`src/rtl/bcd_converter_pkg.sv`:
```
// Shared types and constants for the sequential binary-to-BCD converter.
// Used by the interface, the top and the per-digit adjust cell.
package bcd_converter_pkg;

  typedef enum logic [1:0] {
    IDLE = 2'd0,
    CONV = 2'd1,
    DONE = 2'd2
  } state_t;

  localparam logic [3:0] NIB_THRESH = 4'd5;
  localparam logic [3:0] NIB_CORR   = 4'd3;

  // Decimal digits needed for the largest width-bit value, i.e. ceil(width*log10(2)).
  function automatic int bcd_digits_for(input int width);
    longint unsigned max_val;
    int              d;
    max_val = (64'd1 << width) - 64'd1;
    d = 1;
    while (max_val >= 64'd10) begin
      max_val = max_val / 64'd10;
      d++;
    end
    return d;
  endfunction

endpackage

```
`src/rtl/bcd_converter_seq_if.sv`:
```
// Handshake bundle between a binary producer, the converter and a display consumer.
// master = producer/consumer side, slave = converter side.
interface bcd_converter_seq_if #(
  parameter int BIN_W  = 16,
  parameter int DIGITS = 5
);
  logic [BIN_W-1:0]    Binary;
  logic                in_valid;
  logic                in_ready;
  logic [4*DIGITS-1:0] BCD;
  logic [DIGITS-1:0]   Blank;
  logic                out_valid;
  logic                out_ready;

  modport master (
    output Binary, in_valid, out_ready,
    input  in_ready, BCD, Blank, out_valid
  );

  modport slave (
    input  Binary, in_valid, out_ready,
    output in_ready, BCD, Blank, out_valid
  );
endinterface

```
`src/rtl/bcd_digit_adjust.sv`:
```
// Add-3 correction for one BCD nibble before the next left shift.
module bcd_digit_adjust
  import bcd_converter_pkg::*;
(
  input  logic [3:0] digit,
  output logic [3:0] corrected
);
  assign corrected = (digit >= NIB_THRESH) ? digit + NIB_CORR : digit;
endmodule

```
`src/rtl/bcd_converter_seq.sv`:
```
// Shift-and-add-3 binary-to-BCD converter, one input bit per clock, with
// valid/ready handshakes and a registered leading-zero blank mask.
module bcd_converter_seq
  import bcd_converter_pkg::*;
#(
  parameter int BIN_W  = 16,
  parameter int DIGITS = 5
) (
  input logic               clk,
  input logic               rst_n,
  bcd_converter_seq_if.slave bus
);
  localparam int SCR_W = 4 * DIGITS;
  localparam int CNT_W = $clog2(BIN_W + 1);
  localparam logic [CNT_W-1:0] LAST_CNT = CNT_W'(BIN_W - 1);

  generate
    if (BIN_W < 1 || BIN_W > 32) begin : g_bad_width
      $error("bcd_converter_seq: BIN_W out of range 1..32");
    end
    if (DIGITS < bcd_digits_for(BIN_W)) begin : g_bad_digits
      $error("bcd_converter_seq: DIGITS too small for BIN_W");
    end
  endgenerate

  state_t              state_reg, state_next;
  logic [BIN_W-1:0]    shift_reg, shift_next;
  logic [CNT_W-1:0]    cnt_reg, cnt_next;
  logic [SCR_W-1:0]    scratch_reg, scratch_next;
  logic [SCR_W-1:0]    bcd_reg, bcd_next;
  logic [DIGITS-1:0]   blank_reg, blank_next;

  logic [SCR_W-1:0]    adjusted;
  logic [SCR_W-1:0]    scratch_shift;
  logic [BIN_W-1:0]    shift_shift;
  logic [DIGITS-1:0]   nibble_zero;
  logic [DIGITS-1:0]   blank_calc;
  logic                ready;
  logic                accept;

  genvar gi;
  generate
    for (gi = 0; gi < DIGITS; gi++) begin : g_adjust
      bcd_digit_adjust u_adjust (
        .digit     (scratch_reg[4*gi +: 4]),
        .corrected (adjusted[4*gi +: 4])
      );
      assign nibble_zero[gi] = (scratch_shift[4*gi +: 4] == 4'd0);
    end

    // A digit is blanked only when it and every more significant digit are zero.
    assign blank_calc[0] = 1'b0;
    for (gi = 1; gi < DIGITS; gi++) begin : g_blank
      assign blank_calc[gi] = &nibble_zero[DIGITS-1:gi];
    end
  endgenerate

  assign {scratch_shift, shift_shift} = {adjusted, shift_reg} << 1;

  assign ready  = (state_reg == IDLE) || ((state_reg == DONE) && bus.out_ready);
  assign accept = ready && bus.in_valid;

  always_comb begin
    state_next   = state_reg;
    shift_next   = shift_reg;
    cnt_next     = cnt_reg;
    scratch_next = scratch_reg;
    bcd_next     = bcd_reg;
    blank_next   = blank_reg;
    case (state_reg)
      IDLE, DONE: begin
        if (accept) begin
          shift_next   = bus.Binary;
          cnt_next     = '0;
          scratch_next = '0;
          state_next   = CONV;
        end else if (state_reg == DONE && bus.out_ready) begin
          state_next = IDLE;
        end
      end
      CONV: begin
        shift_next   = shift_shift;
        scratch_next = scratch_shift;
        cnt_next     = cnt_reg + CNT_W'(1);
        if (cnt_reg == LAST_CNT) begin
          bcd_next   = scratch_shift;
          blank_next = blank_calc;
          state_next = DONE;
        end
      end
      default: state_next = IDLE;
    endcase
  end

  always_ff @(posedge clk or negedge rst_n) begin
    if (!rst_n) begin
      state_reg   <= IDLE;
      shift_reg   <= '0;
      cnt_reg     <= '0;
      scratch_reg <= '0;
      bcd_reg     <= '0;
      blank_reg   <= '0;
    end else begin
      state_reg   <= state_next;
      shift_reg   <= shift_next;
      cnt_reg     <= cnt_next;
      scratch_reg <= scratch_next;
      bcd_reg     <= bcd_next;
      blank_reg   <= blank_next;
    end
  end

  assign bus.in_ready  = ready;
  assign bus.out_valid = (state_reg == DONE);
  assign bus.BCD       = bcd_reg;
  assign bus.Blank     = blank_reg;

endmodule

```
`src/flat_wrapper.sv`:
```
// flat-port wrapper written by rule: the top's interface ports become plain ports
module bcd_converter_seq_flat import bcd_converter_pkg::*;
#(
  parameter int BIN_W  = 16,
  parameter int DIGITS = 5
)
  (clk, rst_n, bus_Binary, bus_in_valid, bus_out_ready, bus_in_ready, bus_BCD, bus_Blank, bus_out_valid);
  bcd_converter_seq_if #(.BIN_W(BIN_W), .DIGITS(DIGITS)) bus_i ();
  input logic clk;
  input logic rst_n;
  input wire logic [$bits(bus_i.Binary)-1:0] bus_Binary;
  input wire logic [$bits(bus_i.in_valid)-1:0] bus_in_valid;
  input wire logic [$bits(bus_i.out_ready)-1:0] bus_out_ready;
  output wire logic [$bits(bus_i.in_ready)-1:0] bus_in_ready;
  output wire logic [$bits(bus_i.BCD)-1:0] bus_BCD;
  output wire logic [$bits(bus_i.Blank)-1:0] bus_Blank;
  output wire logic [$bits(bus_i.out_valid)-1:0] bus_out_valid;
  assign bus_i.Binary = bus_Binary;
  assign bus_i.in_valid = bus_in_valid;
  assign bus_i.out_ready = bus_out_ready;
  assign bus_in_ready = bus_i.in_ready;
  assign bus_BCD = bus_i.BCD;
  assign bus_Blank = bus_i.Blank;
  assign bus_out_valid = bus_i.out_valid;
  bcd_converter_seq #(.BIN_W(BIN_W), .DIGITS(DIGITS)) u_core (.clk(clk), .rst_n(rst_n), .bus(bus_i));
endmodule
```
`config.mk`:
```
export PLATFORM = sky130hd
export DESIGN_NAME = bcd_converter_seq_flat
export DESIGN_NICKNAME = d
export VERILOG_FILES = /design/src/rtl/bcd_converter_pkg.sv /design/src/rtl/bcd_converter_seq_if.sv /design/src/rtl/bcd_digit_adjust.sv /design/src/rtl/bcd_converter_seq.sv /design/src/flat_wrapper.sv
export SDC_FILE = /design/constraint.sdc
export NUM_CORES = 1
export LEC_CHECK = 0
export CORE_ASPECT_RATIO = 0.7
export CORE_MARGIN = 8
export CORE_UTILIZATION = 58
export DETAILED_ROUTE_END_ITERATION = 10
export GPL_TIMING_DRIVEN = 0
export PLACE_DENSITY = 0.81
export SYNTH_ARGS = -nofsm -noshare
export SYNTH_HDL_FRONTEND = slang
export SYNTH_SLANG_ARGS = --single-unit
```
`constraint.sdc`:
```
create_clock -name clk -period 2.7 [get_ports clk]
set_input_delay 0.405 -clock clk [delete_from_list [all_inputs] [get_ports clk]]
set_output_delay 0.405 -clock clk [all_outputs]
set_load 0.05 [all_outputs]
```
==> results of run 1 <==
## layout by cell type, fill, tap and decap left out, drive strengths merged
cell / netlist / routed
nor2b: 4 / 4
clkinvlp: 0 / 3
clkbuf: 9 / 19
o31ai: 2 / 2
and2b: 1 / 1
o21ai: 57 / 57
nand4: 2 / 2
mux2: 4 / 4
clkdlybuf4s50: 0 / 44
mux2i: 2 / 2
nor3b: 5 / 5
a31oi: 15 / 15
a211oi: 3 / 3
buf: 10 / 11
ha: 12 / 12
nand3: 17 / 17
nor2: 19 / 19
a22o: 2 / 2
a21o: 1 / 1
nand2: 71 / 71
or2b: 1 / 1
a21boi: 1 / 1
dfrtp: 67 / 67
o21bai: 1 / 1
xor2: 1 / 1
a21oi: 11 / 11
xnor2: 5 / 5
and3: 3 / 3
conb: 1 / 1
nor3: 9 / 9
inv: 15 / 15
nand2b: 4 / 4
o211ai: 2 / 2
or3b: 1 / 1
bufinv: 0 / 3
## synthesized netlist by cell type, drive strengths merged, types with 5 or more instances
cell type	count	share of area, %
nand3	17	2.6
inv	15	1.7
nor2	19	2.2
buf	10	1.7
nand2	71	8.2
a21oi	11	1.7
nor3	9	1.4
dfrtp	67	51
xnor2	5	1.3
ha	12	4.6
nor3b	5	1.2
clkbuf	9	1.0
a31oi	15	2.9
o21ai	57	8.8
## routing by layer
metal	vias to the layer above	GRT usage, %
li1	1337	-
met4	0	3.916
met1	1354	25.67
met5	-	0
met2	78	30.01
met3	7	7.016
## final cells by class
type,instances,area (um2)
Clock buffer,10,137.6
Tap cell,72,90.09
Timing Repair Buffer,45,447.9
Buffer,19,90.09
Clock inverter,6,112.6
Sequential cell,67,1677
Inverter,15,56.30
Multi-Input combinational cell,257,1435
Fill cell,395,1294
## cell families (layout without fill, tap and decap cells)
| kind of cell | Yosys count | in the layout | synth area share, % |
|---|---|---|---|
| AOI/OAI and AO/OA | 95 | 95 | 16.32 |
| adders and majority gates | 12 | 12 | 4.608 |
| and+or+nand+nor | 137 | 137 | 19.39 |
| muxes | 6 | 6 | 1.997 |
| other | 1 | 1 | 0.1151 |
| buffers and inverters | 34 | 95 | 4.493 |
| xor gates and xnor gates | 6 | 6 | 1.613 |
| DFF | 67 | 67 | 51.46 |
## worst max-delay path by stage
stage	from	to	slack, ns	cells after the start
floorplan	bus_out_ready	u_core.shift_reg[15]	0.65	6
global placement	rst_n	u_core.bus.BCD[13]	-0.94	1
detailed placement	bus_out_ready	bus_in_ready	0.36	4
CTS	bus_out_ready	bus_in_ready	0.34	4
global route	bus_out_ready	bus_in_ready	0.29	4
finish	bus_out_ready	bus_in_ready	0.35	4
## worst reg2reg max path, stage by stage, from the launching register on
cell and delay (ns):
dfrtp_1 0.41, inv_1 0.11, ha_1 0.22, nand2b_1 0.07, a21oi_1 0.34, mux2i_1 0.33
nand4_2 0.21, o31ai_1 0.27
## report_power, final
group          internal [W]  switching [W]
Sequential          0.00143       0.000343
Combinational      0.000911        0.00161
Clock              0.000638       0.000397
## through the flow
step           setup slack [ns]  util (%)
5_1_grt                  0.2886     75.77
4_1_cts                  0.3389     75.77
3_5_place_dp             0.3650     71.09
6_report                 0.3486     75.77
2_1_floorplan            0.6487         -
3_3_place_gp            -0.9446     71.13
==> impl_metrics.ini, run 1 <==
[logic_synthesis]
synth_edf_count = 0
synth.net_count = 390
ys.warnings.count = 0
synthCells = 358
synth.ff_latch_count = 67
synth_top_flop_cell = dfrtp_1
post_synth_cell_types = 38
synthesis.area_per_instance_um2 = 9.101
proportion_of_synthesized_chip_area_in_sequential_cells_pct = 51.46
asyncSetResetFlopFracSynth_pct = 100.0
netlist_area_mm2 = 0.003258

[power]
power.leakage_nw = 1.780
power.ir.vdd_worst_mv = 0.6779
pwr_density_cell_mw_per_mm2 = 1317
fin_total_pwr_w = 0.005330

[run_status]
run_status = finished, final reports clean

[timing]
totalNegativeSetupSlack_ns = 0
slew_hr_pct = 44.26
layout_worst_path_cycle_share_pct = 87.09
finalHoldViolations = 0
maxSlewViolCount = 0
final-setup-viol-count = 0
worst_pin_slew_ns = 0.8360
timing.fmax_mhz = 425.3
grt_setup_unrepaired = false
fin_hold_ws_ns = 0.1488
period_minus_slack_ns = 2.351
finalClockSkew_ns = 0.01090

[worst_setup_path]
path_buf_inv = 3
critPathRequiredTime_ns = 2.30
critPathTopFamily = buffers and inverters
worst_path_max_delay_cell = clkdlybuf4s50_1
reg2reg_slack_ns = 0.65
start_kind = input pin
reg2reg_to = u_core.bus.Blank[1]
worst-setup-path-type = in -> out
crit-reg2reg-launch = u_core.scratch_reg[16]
crit_top_cell = clkdlybuf4s50_1
endpoint_kind = primary output
worstRegToRegCells = 7
worst-endpoint-arrival_ns = 1.95
crit_path_cell_trace = clkdlybuf4s50_1, inv_1, a21oi_1, clkdlybuf4s50_1
worst_path_largest_cell_delay_ns = 0.83
cp_max_fo = 3

[route]
wl_met2_um = 3592
number_of_vias_after_detailed_routing = 2776
detailedRoute.firstIterationViolations = 192
postRouteAntennaNets = 0
routedWlPerCell_um = 15.96
postRouteWirelength_um = 7835
avgViaCountPerCell = 5.654
total_drc_errors_in_the_routed_layout = 0
m1WireLength_um = 3644
wl_met3_um = 556
route.top_layer_used = met4
dr.pass1.iters = 4

[clocking]
ctsResizeCount = 0
clkSinkCount = 67
cts.clk_slew.worst_paths_ns = 0.07
worst_skew_pair.late_latency_ns = 0.35
cts_hold_bufs = 0
cts_htree_levels = 3
cts_setup_buffers = 0
tritoncts_clock_tree = done
total_clock_buffers_created_by_cts = 9
ctsRootBufferMaster = clkbuf_8
clock_tree.buffer_depth = 2

[cells_and_area]
area.growth.synth_to_final_pct = 24.19
post_route_cells_drive_above_1_share_pct = 7.876
finish.net_count = 446
final_design_area_no_fill_mm2 = 0.004046
antenna_cells_inserted = 0
final-instance-count-excl-fill = 491

[floorplan]
placement_rows = 22
initial_core_util_pct = 61.01
fp.dieW_um = 105.6
ioPinCount = 47
dieHeight_um = 78.71
core_area_mm2 = 0.005340
fp.dieArea_mm2 = 0.008310

[place]
detailed_placement_hpwl_um = 5453
dpl.cell_count = 475
port-buffer-count = 45
detailed_place.area_mm2 = 0.003796
gpl.final_weighted_congestion = 0.8161

[grt]
grt_usage_pct = 19.34
grt_first_pass_wirelength_um = 12970
grt_max_degree = 68
initial_antenna_violation_count = 0
first_global_vias = 2699
globalRoute.totalOverflow = 0

[min_path]
min-delay-path-class = in -> async

[run]
cap_violations = 0
Power figures use the tool's default switching activity.
==> inputs of run 2 (changes only) <==
--- a/config.mk
+++ b/config.mk
@@ -10,6 +10,7 @@
 export CORE_UTILIZATION = 58
 export DETAILED_ROUTE_END_ITERATION = 10
 export GPL_TIMING_DRIVEN = 0
+export HOLD_SLACK_MARGIN = 0.1
 export PLACE_DENSITY = 0.81
 export SYNTH_ARGS = -nofsm -noshare
 export SYNTH_HDL_FRONTEND = slang
==> results of run 2 <==
No change in the layout: final DEF, timing and power equal those of run 1.
==> inputs of run 3 (changes only) <==
--- a/config.mk
+++ b/config.mk
@@ -8,6 +8,7 @@
 export CORE_ASPECT_RATIO = 0.7
 export CORE_MARGIN = 8
 export CORE_UTILIZATION = 58
+export CTS_CLUSTER_DIAMETER = 60
 export DETAILED_ROUTE_END_ITERATION = 10
 export GPL_TIMING_DRIVEN = 0
 export HOLD_SLACK_MARGIN = 0.1
==> results of run 3 <==
No change in the layout: final DEF, timing and power equal those of run 1.
